## src/rtl/ber_run_ctrl.sv

```systemverilog
// ----------------------------------------------------------------------------
// ber_run_ctrl
//
// Run sequencer for one 2-bit-symbol error-injection channel of the BER
// simulator. On an accepted start it latches the run configuration, holds the
// channel in reset for INIT_CYCLES cycles, and then streams cfg_num_symbols
// symbols from a free-running 2-bit counter (0,1,2,3,0,...). Each channel
// output is compared against the symbol that was sent, and the block keeps
// symbol, error, burst and longest-burst statistics. All outputs are
// registered.
//
// Ports
//   clk, rstn          clock, synchronous active-low reset
//   start, abort       single-cycle run control pulses (abort wins)
//   hold               suppresses symbol issue while high in RUN
//   cfg_*              run configuration, sampled only on an accepted start
//   chan_rstn, chan_en channel reset (active-low) and symbol strobe
//   chan_epf_en, chan_seed0/1/2  latched channel configuration
//   chan_symbol_in     symbol sent to the channel
//   chan_symbol_out    channel output, qualified by chan_valid
//   busy, done         run status for the host register block
//   sym_cnt, err_cnt, burst_cnt, max_burst  saturating run statistics
// ----------------------------------------------------------------------------
module ber_run_ctrl #(
   parameter int CNT_W       = 48,
   parameter int INIT_CYCLES = 4
) (
   input  logic             clk,
   input  logic             rstn,
   input  logic             start,
   input  logic             abort,
   input  logic             hold,
   input  logic [CNT_W-1:0] cfg_num_symbols,
   input  logic             cfg_epf_en,
   input  logic [63:0]      cfg_seed0,
   input  logic [63:0]      cfg_seed1,
   input  logic [63:0]      cfg_seed2,
   output logic             chan_rstn,
   output logic             chan_en,
   output logic             chan_epf_en,
   output logic [63:0]      chan_seed0,
   output logic [63:0]      chan_seed1,
   output logic [63:0]      chan_seed2,
   output logic [1:0]       chan_symbol_in,
   input  logic [1:0]       chan_symbol_out,
   input  logic             chan_valid,
   output logic             busy,
   output logic             done,
   output logic [CNT_W-1:0] sym_cnt,
   output logic [CNT_W-1:0] err_cnt,
   output logic [CNT_W-1:0] burst_cnt,
   output logic [CNT_W-1:0] max_burst
);

   localparam int                INIT_W    = (INIT_CYCLES > 1) ? $clog2(INIT_CYCLES) : 1;
   localparam logic [INIT_W-1:0] INIT_LAST = INIT_W'(INIT_CYCLES - 1);
   localparam logic [CNT_W-1:0]  CNT_MAX   = '1;

   typedef enum logic [2:0] {
      S_IDLE,
      S_INIT,
      S_RUN,
      S_DRAIN,
      S_DONE
   } state_t;

   state_t            state;
   state_t            state_nxt;
   logic [INIT_W-1:0] init_cnt;
   logic [CNT_W-1:0]  num_sym;
   logic [CNT_W-1:0]  issue_cnt;
   logic [CNT_W-1:0]  burst_len;
   logic [CNT_W-1:0]  burst_len_inc;
   logic [1:0]        exp_sym;
   logic              start_acc;
   logic              last_issue;
   logic              chan_en_nxt;
   logic              chan_rstn_nxt;

   function automatic logic [CNT_W-1:0] sat_inc(input logic [CNT_W-1:0] v);
      return (v == CNT_MAX) ? v : v + CNT_W'(1);
   endfunction

   // chan_en is only ever high in RUN, so a strobe with issue_cnt at N-1 is
   // the final symbol of the run.
   assign last_issue    = chan_en && (issue_cnt == num_sym - CNT_W'(1));
   assign burst_len_inc = sat_inc(burst_len);

   // ---------------------------------------------------------------------------
   // Next-state and next-output decode
   // ---------------------------------------------------------------------------
   always_comb begin
      // NOTE: every signal gets a default before the case so no path leaves it
      // unassigned; otherwise synthesis infers a latch.
      state_nxt     = state;
      chan_en_nxt   = 1'b0;
      chan_rstn_nxt = 1'b0;
      start_acc     = 1'b0;

      case (state)
         S_IDLE: begin
            if (start) begin
               start_acc = 1'b1;
               state_nxt = S_INIT;
            end
         end
         S_INIT: begin
            if (init_cnt == INIT_LAST) begin
               chan_rstn_nxt = 1'b1;
               state_nxt     = (num_sym == '0) ? S_DONE : S_RUN;
            end
         end
         S_RUN: begin
            chan_rstn_nxt = 1'b1;
            if (last_issue) begin
               state_nxt = S_DRAIN;
            end else begin
               chan_en_nxt = !hold;
            end
         end
         S_DRAIN: begin
            chan_rstn_nxt = 1'b1;
            // The final chan_valid lands one cycle after the last strobe.
            if (sym_cnt == num_sym) begin
               state_nxt = S_DONE;
            end
         end
         S_DONE: begin
            chan_rstn_nxt = 1'b1;
            if (start) begin
               start_acc     = 1'b1;
               chan_rstn_nxt = 1'b0;
               state_nxt     = S_INIT;
            end
         end
         default: begin
            state_nxt = S_IDLE;
         end
      endcase

      // Abort overrides everything, including a start in the same cycle.
      if (abort) begin
         state_nxt     = S_IDLE;
         chan_en_nxt   = 1'b0;
         chan_rstn_nxt = 1'b0;
         start_acc     = 1'b0;
      end
   end

   // ---------------------------------------------------------------------------
   // State register
   // ---------------------------------------------------------------------------
   always_ff @(posedge clk) begin
      // NOTE: sequential state uses non-blocking assignments so every register
      // samples pre-edge values regardless of statement order.
      if (!rstn) begin
         state <= S_IDLE;
      end else begin
         state <= state_nxt;
      end
   end

   // ---------------------------------------------------------------------------
   // Registered outputs, configuration latch and statistics
   // ---------------------------------------------------------------------------
   always_ff @(posedge clk) begin
      if (!rstn) begin
         chan_rstn      <= 1'b0;
         chan_en        <= 1'b0;
         busy           <= 1'b0;
         done           <= 1'b0;
         init_cnt       <= '0;
         num_sym        <= '0;
         chan_epf_en    <= 1'b0;
         chan_seed0     <= '0;
         chan_seed1     <= '0;
         chan_seed2     <= '0;
         issue_cnt      <= '0;
         chan_symbol_in <= '0;
         exp_sym        <= '0;
         burst_len      <= '0;
         sym_cnt        <= '0;
         err_cnt        <= '0;
         burst_cnt      <= '0;
         max_burst      <= '0;
      end else begin
         chan_rstn <= chan_rstn_nxt;
         chan_en   <= chan_en_nxt;
         busy      <= (state_nxt == S_INIT) || (state_nxt == S_RUN) || (state_nxt == S_DRAIN);
         done      <= (state_nxt == S_DONE);
         init_cnt  <= ((state == S_INIT) && (state_nxt == S_INIT)) ? init_cnt + INIT_W'(1) : '0;

         if (start_acc) begin
            num_sym        <= cfg_num_symbols;
            chan_epf_en    <= cfg_epf_en;
            chan_seed0     <= cfg_seed0;
            chan_seed1     <= cfg_seed1;
            chan_seed2     <= cfg_seed2;
            issue_cnt      <= '0;
            chan_symbol_in <= '0;
            exp_sym        <= '0;
            burst_len      <= '0;
            sym_cnt        <= '0;
            err_cnt        <= '0;
            burst_cnt      <= '0;
            max_burst      <= '0;
         end else begin
            // Issue cycle: the symbol on chan_symbol_in is taken by the channel.
            if (chan_en) begin
               issue_cnt      <= sat_inc(issue_cnt);
               chan_symbol_in <= chan_symbol_in + 2'd1;
               exp_sym        <= chan_symbol_in;
            end

            // Hold gaps produce no chan_valid, so they never break a burst.
            if (chan_valid && busy) begin
               sym_cnt <= sat_inc(sym_cnt);
               if (chan_symbol_out != exp_sym) begin
                  err_cnt   <= sat_inc(err_cnt);
                  burst_len <= burst_len_inc;
                  if (burst_len == '0) begin
                     burst_cnt <= sat_inc(burst_cnt);
                  end
                  if (burst_len_inc > max_burst) begin
                     max_burst <= burst_len_inc;
                  end
               end else begin
                  burst_len <= '0;
               end
            end
         end
      end
   end

endmodule

```

## config.mk

```make
export PLATFORM = sky130hd
export DESIGN_NAME = ber_run_ctrl
export DESIGN_NICKNAME = d
export VERILOG_FILES = /design/src/rtl/ber_run_ctrl.sv
export SDC_FILE = /design/constraint.sdc
export NUM_CORES = 1
export LEC_CHECK = 0
export BUFFER_PORTS_ARGS = -buffer_cell sky130_fd_sc_hd__buf_2
export CAP_MARGIN = 20
export CORE_AREA = 2 2 330 332
export CTS_CLUSTER_DIAMETER = 60
export CTS_CLUSTER_SIZE = 14
export DETAILED_ROUTE_END_ITERATION = 8
export DIE_AREA = 0 0 332 334
export GPL_TIMING_DRIVEN = 1
export PLACE_DENSITY = 0.49
export SLEW_MARGIN = 30
export SYNTH_ARGS = -nofsm -noshare
export SYNTH_HDL_FRONTEND = slang
export SYNTH_SLANG_ARGS = --single-unit
```

## constraint.sdc

```tcl
create_clock -name clk -period 10.4 [get_ports clk]
set_input_delay 1.04 -clock clk [delete_from_list [all_inputs] [get_ports clk]]
set_output_delay 1.04 -clock clk [all_outputs]
set_load 0.005 [all_outputs]
```

==> results.md <==
* Hold path start: init_cnt[0]$_SDFF_PN0_
* Vias in the first global route at 23,700
* Fmax achieved at 0.174 GHz
* Bufs on Longest Clock Path at 3
* Most numerous cell in the Yosys netlist: nand2_1
* Worst Hold End: init_cnt[0]$_SDFF_PN0_
* Hold buffers post-CTS at 0
* Post-Syn Area at around 27,000 um^2
* Synthesis-stage register bit count at between 500 and 600
* Yosys warnings at 0
* Clock skew at 27.7 ps
* Max Slew Vio Count at 0
* Num rows at 121
* Setup TNS at 0 ps
* R2R cell count at 14
* Syn_area_per_cell at 8.14 um^2
* P_int at 0.00372 W
* CP arrival at 6270 ps
* Hold path depth at 1
* DIE WIDTH at 332 um
* Netlist cell types at 72
* Via density at 4.76
* RSZ-0062 raised after global routing: no
* Syn_nets at roughly 3,600
* NumNets Final at 4,111
* DR vias at 25,100
* I/O Pins at 640
* Initial antenna violation count at 20
* Crit Path Class: reg2reg
* Htree depth at 3
* Largest net degree at the start of global routing at 106
* Die H at 334 um
* CP startpoint kind: register
* Synth top area share at roughly 40%
* Bufs and invs on worst path at 1
* Flop pwr share at between 40% and 50%
* Share of cells above drive strength 1 at 21.5%
* Main synth FF type: dfxtp_1
* Clock Power Share at about half
* Register area share after synthesis at 40.6%
* Setup violators final at 0
* Grt ovf at 0
* Status: finished clean
* Comb power frac at 8.1%
* Worst EP required at 10,940 ps
* Compound-cell area share of the yosys netlist at 15.5%
* Sw frac at between 20% and 30%
* Tightest Pin Transition at around 940 ps
* Biggest area consumer among synthesized cells: dfxtp_1
* Area delta synth->final at 25.7%
* Critical path's slowest cell: a21oi_4
* CP endpoint kind: register
* Post_cts resized at 0
* Leakage at 13.3 nW
* Clock sink count at 542
* Hold Path Class: reg2reg
* Peak supply drop at between 0.09 and 0.1 mV
* Pre-antenna DRT Iters at 5
* Max Cap Viol at 0
* CP max stage delay at 670 ps
* CTS clk-pin slew, worst paths at around 60 ps
* RR Endpoint: max_burst[45]$_SDFFE_PP0P_
* Post-layout min period at 5740 ps
* WL/cell at 18.5 um
* Final core occ at 31.1%
* Worst skew pair latency at between 600 and 700 ps
* XOR/XNOR share of the synthesized area at approximately 10%
* Async SR Flop Fraction at 0%
* Register-to-register setup slack at 4660 ps
* # port buffers at 639
* Crit path max fanout at 25
* Synth Area in Adders at ~2.6%
* Synth Area in Simple Gates at 26.0%
* Delay-heaviest family, CP: simple AND/OR/NAND/NOR gates
* CTS Buf Count at 71
* DRC violations left at 0
* Psw at 0.00135 W
* Most common library cells after synthesis: 626 x nand2_1, 542 x dfxtp_1, 279 x nor2_1
* Post-synth EDFFs at 0
* Total power at 0.00507 W
* Final period utilization at ~55%
* Largest family of logic cells by synthesized area: simple AND/OR/NAND/NOR gates
* Antenna Violating Nets Remaining at 0
* Initial Util at between 20% and 30%
* Relative slew margins at 36.9%
* CTS tree: done
* DRT Wirelength at 97,600 um
* Core area at 108,000 um^2
* Crit path cell chain: and4_1 > nand4_1 > or3_1 > nor3_2 > and3_1 > xor2_1 > ha_1 > nand4_1 > or3_1 > or2_2 > o311a_1 > a21oi_4 > buf_4 > mux2i_1
* Die area at roughly 110,000 um^2
* GP Congestion at 0.870
* Synth area leaders: dfxtp_1 41%, nand2_1 8.8%, a21boi_0 6.8%
* Post-CTS setup buffers at 0
* Mux cell area share after synthesis at less than 1%
* Final Hold Vio Count at 0
* First-pass GRT wire length at between 100,000 and 150,000 um
* Post-DP HPWL at 72,800 um
* FF-to-FF Start: burst_len[2]$_SDFFE_PP0P_
* Pwr per Cell Area at 151 nW/um^2
* DR iter-0 viols at 1,682
* Clock tree root driver cell: clkbuf_16
* Gate count after technology mapping at 3,281
* GRT Total Usage at between 15 and 20%
==> how the worst max path moves through the flow <==
stage	startpoint	to	slack, ps	depth (start not counted)
6_report	burst_len[2]$_SDFFE_PP0P_	max_burst[45]$_SDFFE_PP0P_	4660	14
5_1_grt	burst_len[2]$_SDFFE_PP0P_	max_burst[16]$_SDFFE_PP0P_	4290	15
4_1_cts	burst_len[2]$_SDFFE_PP0P_	max_burst[3]$_SDFFE_PP0P_	4560	14
3_5_place_dp	burst_len[2]$_SDFFE_PP0P_	max_burst[3]$_SDFFE_PP0P_	4600	14
3_3_place_gp	burst_len[2]$_SDFFE_PP0P_	max_burst[11]$_SDFFE_PP0P_	4280	15
2_1_floorplan	burst_len[25]$_SDFFE_PP0P_	max_burst[22]$_SDFFE_PP0P_	5870	19
==> cell usage in the layout (no fill, tap or decap), types with 16 or more instances in the layout <==
| master | count |
|---|---|
| a21boi_0 | 241 |
| a21o_1 | 26 |
| a21oi_1 | 75 |
| a22oi_1 | 35 |
| and3_1 | 44 |
| and4_1 | 43 |
| buf_2 | 638 |
| buf_4 | 21 |
| clkbuf_16 | 71 |
| dfxtp_1 | 542 |
| ha_1 | 56 |
| inv_1 | 93 |
| mux2i_1 | 16 |
| nand2_1 | 625 |
| nand3_1 | 93 |
| nand4_1 | 95 |
| nor2_1 | 278 |
| nor3_1 | 75 |
| nor4_1 | 47 |
| o2111ai_1 | 38 |
| o21ai_0 | 67 |
| o31ai_1 | 39 |
| or3_1 | 60 |
| or4_1 | 20 |
| xnor2_1 | 200 |
| xor2_1 | 112 |
==> registers in the layout, summed over array words and instances (netlist names) <==
name / cells
burst_cnt: 48
burst_len: 48
busy: 1
chan_en: 1
chan_epf_en: 1
chan_rstn: 1
chan_seed0: 64
chan_seed1: 64
chan_seed2: 64
chan_symbol_in: 2
done: 1
err_cnt: 48
exp_sym: 2
init_cnt: 2
issue_cnt: 48
max_burst: 48
num_sym: 48
state: 3
sym_cnt: 48
==> power groups by stage <==
stage	combinational [W]	clock (W)	sequential [W]
floorplan	0.000249	0	0.00219
global placement	0.000411	0	0.00221
detailed placement	0.000411	0	0.00221
CTS	0.000413	0.00258	0.00216
global route	0.000458	0.00266	0.00217
finish	0.000413	0.00250	0.00216
==> layout make-up <==
| type | count | area, um^2 |
|---|---|---|
| tap | 1414 | 1770 |
| fill | 11700 | 74200 |
| multi-input combinational | 2432 | 14800 |
| inverter | 94 | 354 |
| sequential | 542 | 10900 |
| clock inverter | 46 | 522 |
| antenna | 2 | 5.00 |
| clock buffer | 79 | 1840 |
| timing repair buffer | 665 | 3440 |
==> worst register-to-register path: stages, from the launching register on <==
cell and delay [ps]:
dfxtp_1 480, and4_1 330, nand4_1 310, or3_1 540
nor3_2 560, and3_1 260, xor2_1 310, ha_1 190
nand4_1 160, or3_1 390, or2_2 340, o311a_1 410
a21oi_4 670, buf_4 470, mux2i_1 250
==> per-layer routing <==
layer | track usage [%] | vias up | part of all wire (%)
li1 | - | 12400 | -
met1 | 21.2 | 11800 | 43
met2 | 28.5 | 685 | 47
met3 | 4.16 | 149 | 6.5
met4 | 5.46 | 28 | 2.8
met5 | 0 | - | 0.19
==> cell families after synthesis <==
kind of cell / Yosys count
and+or+nand+nor: 1462
AOI/OAI and AO/OA: 586
DFF: 542
xor gates and xnor gates: 312
buffers and inverters: 307
adders and majority gates: 56
muxes: 16
==> through the flow <==
step | hold slack (ps) | area, um^2 | setup slack (ps) | instances
floorplan | 406 | 26700 | 5870 | 3281
global placement | 422 | 31100 | 4280 | 5145
detailed placement | 426 | 31100 | 4600 | 5145
CTS | 434 | 33500 | 4560 | 5270
global route | 457 | 33600 | 4290 | 5273
finish | 429 | 33600 | 4660 | 5274
No activity file was read; power rests on OpenSTA's default activity.
